**config.mk**
```make
export PLATFORM = sky130hd
export DESIGN_NAME = restoring_div_ctrl
export DESIGN_NICKNAME = d
export VERILOG_FILES = /design/src/rtl/restoring_div_ctrl.sv
export SDC_FILE = /design/constraint.sdc
export NUM_CORES = 1
export LEC_CHECK = 0
export BUFFER_PORTS_ARGS = -buffer_cell sky130_fd_sc_hd__buf_2
export CAP_MARGIN = 20
export CELL_PAD_IN_SITES_DETAIL_PLACEMENT = 1
export CELL_PAD_IN_SITES_GLOBAL_PLACEMENT = 1
export CORE_MARGIN = 2
export CORE_UTILIZATION = 42
export CTS_CLUSTER_DIAMETER = 150
export DETAILED_ROUTE_END_ITERATION = 8
export GPL_TIMING_DRIVEN = 0
export PLACE_DENSITY = 0.9
export SETUP_SLACK_MARGIN = 0.05
export SLEW_MARGIN = 20
export SYNTH_ARGS = -nofsm -noshare
export SYNTH_HDL_FRONTEND = slang
export SYNTH_SLANG_ARGS = --single-unit
```
**constraint.sdc**
```tcl
create_clock -name clk_i -period 3.45 [get_ports clk_i]
set_clock_uncertainty 0.15 [all_clocks]
set_input_delay 0.345 -clock clk_i [delete_from_list [all_inputs] [get_ports clk_i]]
set_output_delay 0.345 -clock clk_i [all_outputs]
set_load 0.02 [all_outputs]
```
**src/rtl/restoring_div_ctrl.sv**
```systemverilog
// -----------------------------------------------------------------------------
// restoring_div_ctrl
//
// Multi-cycle unsigned restoring divider with an IDLE/RUN/DONE control FSM.
// A division is accepted on start_i while idle. The divider then performs one
// restoring step per clock for `width` clocks, and pulses done_o for one cycle.
// quotient_o and remainder_o stay valid from done_o until the next accepted
// start.
//
// Optional feature (compile-time macro):
//   DIV_ZERO_DETECT_EN - when defined, a zero divisor is detected at accept
//                        time. The FSM goes straight to DONE with
//                        quotient = all ones, remainder = dividend and
//                        div0_o = 1. When undefined, div0_o is tied to 0 and
//                        a zero divisor runs through all iterations, which
//                        gives the same quotient and remainder.
//
// Ports:
//   clk_i        in   clock, all state on the rising edge
//   rst_i        in   asynchronous active-high reset
//   start_i      in   division request, sampled only in IDLE
//   dividend_i   in   [width-1:0] unsigned dividend, captured on accept
//   divisor_i    in   [width-1:0] unsigned divisor, captured on accept
//   busy_o       out  high while iterating (RUN)
//   done_o       out  one-cycle completion pulse (DONE)
//   quotient_o   out  [width-1:0] quotient
//   remainder_o  out  [width-1:0] remainder
//   div0_o       out  divide-by-zero flag
// -----------------------------------------------------------------------------

// n-bit subtractor with borrow-in/borrow-out: {cout_o, diff_o} = a_i - b_i - cin_i
module full_sub_wborrow_nbits #(
    parameter int n = 9
) (
    input  logic [n-1:0] a_i,
    input  logic [n-1:0] b_i,
    input  logic         cin_i,
    output logic [n-1:0] diff_o,
    output logic         cout_o
);
    logic [n:0] ext;

    // A negative result wraps into the extra MSB, which is the borrow out.
    assign ext    = {1'b0, a_i} - {1'b0, b_i} - {{n{1'b0}}, cin_i};
    assign diff_o = ext[n-1:0];
    assign cout_o = ext[n];
endmodule

module restoring_div_ctrl #(
    parameter int width = 8
) (
    input  logic             clk_i,
    input  logic             rst_i,
    input  logic             start_i,
    input  logic [width-1:0] dividend_i,
    input  logic [width-1:0] divisor_i,
    output logic             busy_o,
    output logic             done_o,
    output logic [width-1:0] quotient_o,
    output logic [width-1:0] remainder_o,
    output logic             div0_o
);
    localparam int CNT_W = $clog2(width) + 1;
    localparam logic [CNT_W-1:0] LAST_ITER = CNT_W'(width - 1);

    typedef enum logic [1:0] {
        IDLE = 2'd0,
        RUN  = 2'd1,
        DONE = 2'd2
    } state_t;

    state_t state;
    state_t state_next;

    logic [width-1:0] dvd_sh;     // latched dividend, consumed MSB first
    logic [width-1:0] dsr;        // latched divisor
    logic [width-1:0] quo;
    logic [width-1:0] rem;
    logic [CNT_W-1:0] cnt;

    logic [width:0]   rem_shift;  // partial remainder after the left shift
    logic [width:0]   diff;
    logic             borrow;
    logic             take;
    logic             zero_hit;

    assign rem_shift = {rem, dvd_sh[width-1]};

    full_sub_wborrow_nbits #(
        .n (width + 1)
    ) u_sub (
        .a_i    (rem_shift),
        .b_i    ({1'b0, dsr}),
        .cin_i  (1'b0),
        .diff_o (diff),
        .cout_o (borrow)
    );

    // Without a borrow the difference is always below the divisor, so its top
    // bit is 0. Folding that bit in means an impossible out-of-range step
    // keeps the shifted remainder instead of silently truncating it.
    assign take = ~borrow & ~diff[width];

`ifdef DIV_ZERO_DETECT_EN
    logic div0;
    assign zero_hit = (divisor_i == '0);
    assign div0_o   = div0;
`else
    assign zero_hit = 1'b0;
    assign div0_o   = 1'b0;
`endif

    // FSM state register
    always_ff @(posedge clk_i or posedge rst_i) begin
        if (rst_i) begin
            state <= IDLE;
        end else begin
            state <= state_next;
        end
    end

    // FSM next-state and status outputs
    always_comb begin
        state_next = state;
        busy_o     = 1'b0;
        done_o     = 1'b0;
        case (state)
            IDLE: begin
                if (start_i) begin
                    state_next = zero_hit ? DONE : RUN;
                end
            end
            RUN: begin
                busy_o = 1'b1;
                if (cnt == LAST_ITER) begin
                    state_next = DONE;
                end
            end
            DONE: begin
                done_o     = 1'b1;
                state_next = IDLE;
            end
            default: begin
                state_next = IDLE;
            end
        endcase
    end

    // Operand capture and the restoring iteration datapath
    always_ff @(posedge clk_i or posedge rst_i) begin
        if (rst_i) begin
            dvd_sh <= '0;
            dsr    <= '0;
            quo    <= '0;
            rem    <= '0;
            cnt    <= '0;
`ifdef DIV_ZERO_DETECT_EN
            div0   <= 1'b0;
`endif
        end else begin
            case (state)
                IDLE: begin
                    if (start_i) begin
                        dvd_sh <= dividend_i;
                        dsr    <= divisor_i;
                        quo    <= '0;
                        rem    <= '0;
                        cnt    <= '0;
`ifdef DIV_ZERO_DETECT_EN
                        div0   <= 1'b0;
                        if (zero_hit) begin
                            // Early exit with the natural restoring result.
                            quo  <= '1;
                            rem  <= dividend_i;
                            div0 <= 1'b1;
                        end
`endif
                    end
                end
                RUN: begin
                    dvd_sh <= dvd_sh << 1;
                    cnt    <= cnt + 1'b1;
                    if (take) begin
                        rem <= diff[width-1:0];
                        quo <= {quo[width-2:0], 1'b1};
                    end else begin
                        // Restore: keep the shifted remainder, which is
                        // below the divisor and so fits in width bits.
                        rem <= rem_shift[width-1:0];
                        quo <= {quo[width-2:0], 1'b0};
                    end
                end
                default: begin
                end
            endcase
        end
    end

    assign quotient_o  = quo;
    assign remainder_o = rem;
endmodule

```
**Word level (Yosys, flattened, before mapping)**

Cells that the tools add are included.

- Bits in registers: 38
- Input port bits: 19
- Word-level logic and storage cells: 35

- $add $sub $neg: 2
- Equal/unequal tests: 5
- Multiplexer cells: 14
- Bitwise operators: 3
- Reductions and logical operators: 5

Operator list:

| cell | number |
|---|---|
| $pmux W8 S2 | 3 |
| $mux W8 | 3 |
| $sub A9 B8 Y10 | 1 |
| $pmux W4 S2 | 1 |
| $reduce_and A2 Y1 | 3 |
| $add A4 B1 Y4 const B | 1 |
| $eq A4 B3 Y1 const B | 1 |
| $mux W2 | 2 |
| $mux W4 | 1 |
| $ne A2 B2 Y1 const B | 2 |
| $pmux W2 S2 | 1 |
| $mux W1 | 3 |
| $eq A2 B1 Y1 const B | 1 |
| $eq A2 B2 Y1 const B | 1 |
| $logic_not A2 Y1 | 1 |
| $not A1 Y1 | 2 |
| $reduce_bool A2 Y1 | 1 |
| $and A1 B1 Y1 | 1 |

**Logic depth before layout (Yosys ltp)**

- Depth after elaboration: 5
- Depth in mapped cells: 12

**Hierarchy**

A second synthesis with hierarchy kept.

- Cell total of the unflattened synthesis: 251
- Area, all modules: 2443.6 um^2

By module, submodules not included:

| module | times used | cells each | area each (um^2) | seq. area each (um^2) |
|---|---|---|---|---|
| restoring_div_ctrl | 1 | 159 | 1779.2 | 950.9 |
| full_sub_wborrow_nbits | 1 | 92 | 664.4 | 0.0 |

**Least setup slack after synthesis**

No wires, ideal clock.

- Path type: reg2reg
- Start: reg rem[4] (netlist: remainder_o[4])
- End: reg rem[1] (netlist: remainder_o[1])
- Library setup time: 126 ps
- Arrival: 2171 ps
- Path slack: 1002 ps
- Stages on the path, launching flop included: 9
- Path buffers: 1
- Clock period less this slack: 2448 ps
- Path through: dfrtp_1 ha_1 a21o_1 a31o_1 a21oi_2 a211oi_2 or2_1 buf_6 a311o_1

- Longest elaborated chain between the ends: 5
- Elaborated cells between the ends (all ways): 6
- Those cells by class: add/sub: 1; mux: 2; bitwise: 3

RTL lines:

| what | line | RTL |
|---|---|---|
| start: declaration | 78 | `logic [width-1:0] rem;` |
| start signal: assignment | 184 | `rem <= diff[width-1:0];` |
| start signal: assignment | 189 | `rem <= rem_shift[width-1:0];` |
| $sub A9 B8 Y10 * | 44 | `assign ext = {1'b0, a_i} - {1'b0, b_i} - {{n{1'b0}}, cin_i};` |
| $not A1 Y1 | 102 | `assign take = ~borrow & ~diff[width];` |
| $and A1 B1 Y1 * | 102 |  |
| $mux W8 * | 183 | `if (take) begin` |
| $pmux W8 S2 * | 161 | `case (state)` |

Mark *: on every way between the ends. The rest lies on a longest branch, timed or not.
A chain may end at the register's enable or synchronous reset.

**Final worst setup path**

- Start: reg dvd_sh[7]
- End: reg rem[1] (netlist: remainder_o[1])

- Longest elaborated chain between the ends: 5
- Elaborated cells between the ends (all ways): 6
- Those cells by class: add/sub: 1; mux: 2; bitwise: 3

RTL lines:

| what | line | RTL |
|---|---|---|
| start: declaration | 75 | `logic [width-1:0] dvd_sh;` |
| start signal: assignment | 164 | `dvd_sh <= dividend_i;` |
| start signal: assignment | 181 | `dvd_sh <= dvd_sh << 1;` |
| $sub A9 B8 Y10 * | 44 |  |
| $not A1 Y1 | 102 |  |
| $and A1 B1 Y1 | 102 |  |
| $mux W8 * | 183 |  |
| $pmux W8 S2 * | 161 |  |

Marks and branches as above.

==> summary by stage <==
STA
The number of hold violations in the final report is 0. Setup repair after global routing left no endpoint under its margin. The setup total negative slack is 0 ns. The max-slew headroom at the worst pin is 57.4%.

The part of the cycle the worst path needs is 78.5%. Timing would allow up to 369 MHz. The max-slew violation total from the final report is 0. For the pin with the worst max-slew slack, the measured transition is 0.638 ns.

The post-layout minimum cycle time is 2.71 ns. Setup violations remaining at the end of the flow were counted as 0.

Yosys
Sequential elements use 46.9% of the synthesized area. The most frequently used flop master after synthesis is sky130_fd_sc_hd__dfrtp_1. Counting flops with a built-in enable in the synthesized netlist gives 0. The number of cells produced by synthesis is 208. The synthesized net count is 237. Averaged over all synthesized cells, the footprint is 9.75 um2.

The register bit total from synthesis is 38. The cell area that synthesis handed to floorplanning was 0.00203 mm2. For this run, asynchronously set or reset flops after synthesis account for 100%. The number of library cell types mapped by synthesis is 40.

The number of synthesis warnings is 0.

Route
The ratio of routed vias to standard cells is 5.69. In this run, the number of DRC markers left after iteration 0 of detailed routing was 109. The total DRC errors in the routed layout is 0. The final routed wirelength across all metal layers is 5270 um. The number of search-and-repair iterations in the first detailed-routing pass is 4. The average detailed-routed wire length per instance is 17.1 um. The count of antenna-violating nets left after detailed routing is 0. The final route contains 1751 vias.

Clock tree
The root buffer cell is sky130_fd_sc_hd__clkbuf_8. TritonCTS built the clock tree. The quantity of hold-fixing buffers added after cts is 1.

The post-cts gate resize count is 0. The buffer depth of the longest clock path is 2. Clock-pin slew was measured on the worst setup and hold paths at 0.08 ns.

The clock latency on the worst-skew pair is 0.30 ns. After clock tree synthesis, the setup repair step added 0 buffers. The total CTS buffers is 5. CTS built an H-tree with a depth of 2. The tree built by TritonCTS fans out to 38 sinks.

Setup path
Data arrives at the worst endpoint at 2.74 ns. Counting both buffers and inverters, the worst setup path holds a total of 3. The launch point of the worst path is dvd_sh[7]. STA puts the critical path data required time at 3.48 ns. The largest single stage delay on the critical path is 0.42 ns. The signal on the critical path passes through inv_1, ha_1, inv_1, fa_1, nand3_1, nand2_1, a21oi_2, a211oi_2, or2_1, buf_6, a311o_1. The top fanout value on the critical path is 9. The worst setup path is launched from a flip-flop. The worst setup path is captured at a flip-flop. The cell repeated most along the worst path is sky130_fd_sc_hd__inv_1. The type of the worst setup path is flip-flop to flip-flop. Broken down by cell family, the worst path's largest delay share belongs to compound AO/OA/AOI/OAI gates. The source of the worst register-to-register timing path is dvd_sh[7]. Among all stages on the critical path, the largest delay is contributed by sky130_fd_sc_hd__fa_1.

Die
The initialized floorplan defines 25 standard-cell rows. The horizontal extent of the die is 73.5 um. The number of I/O pins is 38. The die height is 73.5 um. For this configuration, the core starts out at a cell density of 43.2%. The area of the placeable core is 0.00469 mm2. The die covers 0.00540 mm2.

Finish
The net count of the finished layout is 282. Fill cells in the final layout number 557. The area added between synthesis and finish is 19.1%. Leaving out fill and tap cells, the most frequent cell in the layout is sky130_fd_sc_hd__dfrtp_1. 0 antenna diodes ended up in the layout. Leaving out filler cells and counting taps, the final layout contains 308.

The top cell types in the final layout, fill and taps aside, are 38 x sky130_fd_sc_hd__dfrtp_1, 36 x sky130_fd_sc_hd__buf_2, 28 x sky130_fd_sc_hd__nand2_1, 19 x sky130_fd_sc_hd__o21ai_0. In the final layout, the share of cells above drive strength 1 is 21.3%.

Status
The flow ran to the end, and the final reports show no timing, DRC or antenna violations.

Worst hold path
In this run the worst hold path is classified as input port to flip-flop. In this run the most critical hold path is launched from divisor_i[6].

Power
The static leakage power is 1.18 nW. Dividing total power by cell area gives a power density of 1070 mW/mm2. The share of total power dissipated in combinational logic is 54.9%. The switching fraction of total power is 44.2%. In this run, the clock network consumes 14.8% of the power.

The internal power of the cells is 1.44 mW. The sequential power share is 30.3%. The net switching power is 1.14 mW. Across the VDD grid, the largest voltage drop is 0.431 mV.

Flow run
The tool flagged a number of max-cap violations equal to 0.

Placed design
The final weighted congestion in routability-driven placement is 0.753. The post-detailed-placement half-perimeter wirelength is 3760 um. The total of buffers placed on input and output ports is 36. Counting tap cells, the placed design contains a total of 299 instances.

Global routing
The all-layer global routing usage is 22.0%. The remaining global-route overflow is 0. The via count of the first global-routing pass is 1781. The initial antenna violation count was 0. The largest net degree at the start of global routing is 29. The global-route wire length before repair is 8940 um.
==> kinds of logic (layout without fill, tap and decap cells) <==
| family | Yosys count | count (layout) | share of synthesized area (%) |
|---|---|---|---|
| AOI/OAI and AO/OA | 66 | 66 | 22.4 |
| and+or+nand+nor | 62 | 62 | 15.2 |
| DFF | 38 | 38 | 46.9 |
| buffers and inverters | 23 | 69 | 5.18 |
| adders and majority gates | 10 | 10 | 6.54 |
| xor gates and xnor gates | 6 | 6 | 2.59 |
| muxes | 2 | 2 | 1.05 |
| other | 1 | 1 | 0.185 |
==> routing by layer <==
metal	vias to the layer above	track usage (%)	part of all wire, %	routed length [um]
li1	828	-	-	-
met1	879	30.2	47	2480
met2	36	33.6	47	2490
met3	8	5.08	3.9	205
met4	0	8.69	1.7	91
met5	-	0	0	0
==> sequential cells by signal, summed over array words and instances (netlist names) <==
register / flops
dsr: 8
dvd_sh: 8
quotient_o: 8
remainder_o: 8
cnt: 4
state: 2
==> worst register-to-register path, cell delays in order (launching register included) <==
cell                       delay, ns
sky130_fd_sc_hd__dfrtp_1        0.38
sky130_fd_sc_hd__inv_1          0.10
sky130_fd_sc_hd__ha_1           0.18
sky130_fd_sc_hd__inv_1          0.06
sky130_fd_sc_hd__fa_1           0.42
sky130_fd_sc_hd__nand3_1        0.13
sky130_fd_sc_hd__nand2_1        0.12
sky130_fd_sc_hd__a21oi_2        0.18
sky130_fd_sc_hd__a211oi_2       0.11
sky130_fd_sc_hd__or2_1          0.28
sky130_fd_sc_hd__buf_6          0.14
sky130_fd_sc_hd__a311o_1        0.35
==> cell usage after synthesis, types with 2 or more instances <==
cell                        n  area, um2
sky130_fd_sc_hd__and3b_1    5       43.8
sky130_fd_sc_hd__o21ai_0   19       95.1
sky130_fd_sc_hd__buf_6      2       22.5
sky130_fd_sc_hd__dfrtp_1   38        951
sky130_fd_sc_hd__clkbuf_1   9       33.8
sky130_fd_sc_hd__a221o_1    2       20.0
sky130_fd_sc_hd__nor2_1     8       30.0
sky130_fd_sc_hd__a21o_1     4       30.0
sky130_fd_sc_hd__a21oi_1   10       50.1
sky130_fd_sc_hd__nand2_1   28        105
sky130_fd_sc_hd__nor2b_1    5       31.3
sky130_fd_sc_hd__a21oi_2    2       17.5
sky130_fd_sc_hd__nand2b_1   5       31.3
sky130_fd_sc_hd__nor3_1     5       25.0
sky130_fd_sc_hd__inv_1     10       37.5
sky130_fd_sc_hd__ha_1       9        113
sky130_fd_sc_hd__xnor2_1    6       52.6
sky130_fd_sc_hd__a22o_1    10       87.6
sky130_fd_sc_hd__a22oi_1    2       15.0
sky130_fd_sc_hd__o211ai_1   9       67.6
==> cell type report <==
| class | count | area [um2] | area share [%] |
|---|---|---|---|
| multi-input cells | 147 | 972 | 40.3 |
| flip-flops and latches | 38 | 951 | 39.4 |
| repair buffers | 38 | 210 | 8.70 |
| clock buffers | 5 | 68.8 | 2.85 |
| well taps | 54 | 67.6 | 2.80 |
| plain buffers | 12 | 63.8 | 2.64 |
| inverters | 11 | 41.3 | 1.71 |
| clock inverters | 3 | 40.0 | 1.66 |
==> per-stage QoR <==
stage	hold WS [ns]	setup WS, ns	util (%)	cell area [um2]	power, mW
global placement	0.316	0.830	48.5	2280	2.10
floorplan	0.298	1.00	-	2030	1.81
global route	0.114	0.546	51.5	2410	2.80
detailed placement	0.142	0.802	48.9	2300	2.19
CTS	0.0978	0.765	51.5	2410	2.59
finish	0.0935	0.743	51.5	2410	2.58
==> power by group through the flow <==
stage	registers [mW]	clock network (mW)	logic, mW
after detailed placement	0.785	0	1.41
after CTS	0.782	0.384	1.42
final	0.781	0.383	1.42
after global routing	0.814	0.405	1.58
after global placement	0.774	0	1.33
after floorplan	0.839	0	0.966
==> final timing paths <==
check                                  to  cells after the start  slack [ns]
setup / recovery           remainder_o[1]                     11        0.74
hold / removal                     dsr[6]                      3        0.09
setup reg to reg           remainder_o[1]                     11        0.74
hold reg to reg                 dvd_sh[4]                      2        0.35
max in group asynchronous  remainder_o[6]                      4        2.36
min in group asynchronous       dvd_sh[0]                      3        0.36
No activity file was read; power rests on OpenSTA's default activity.
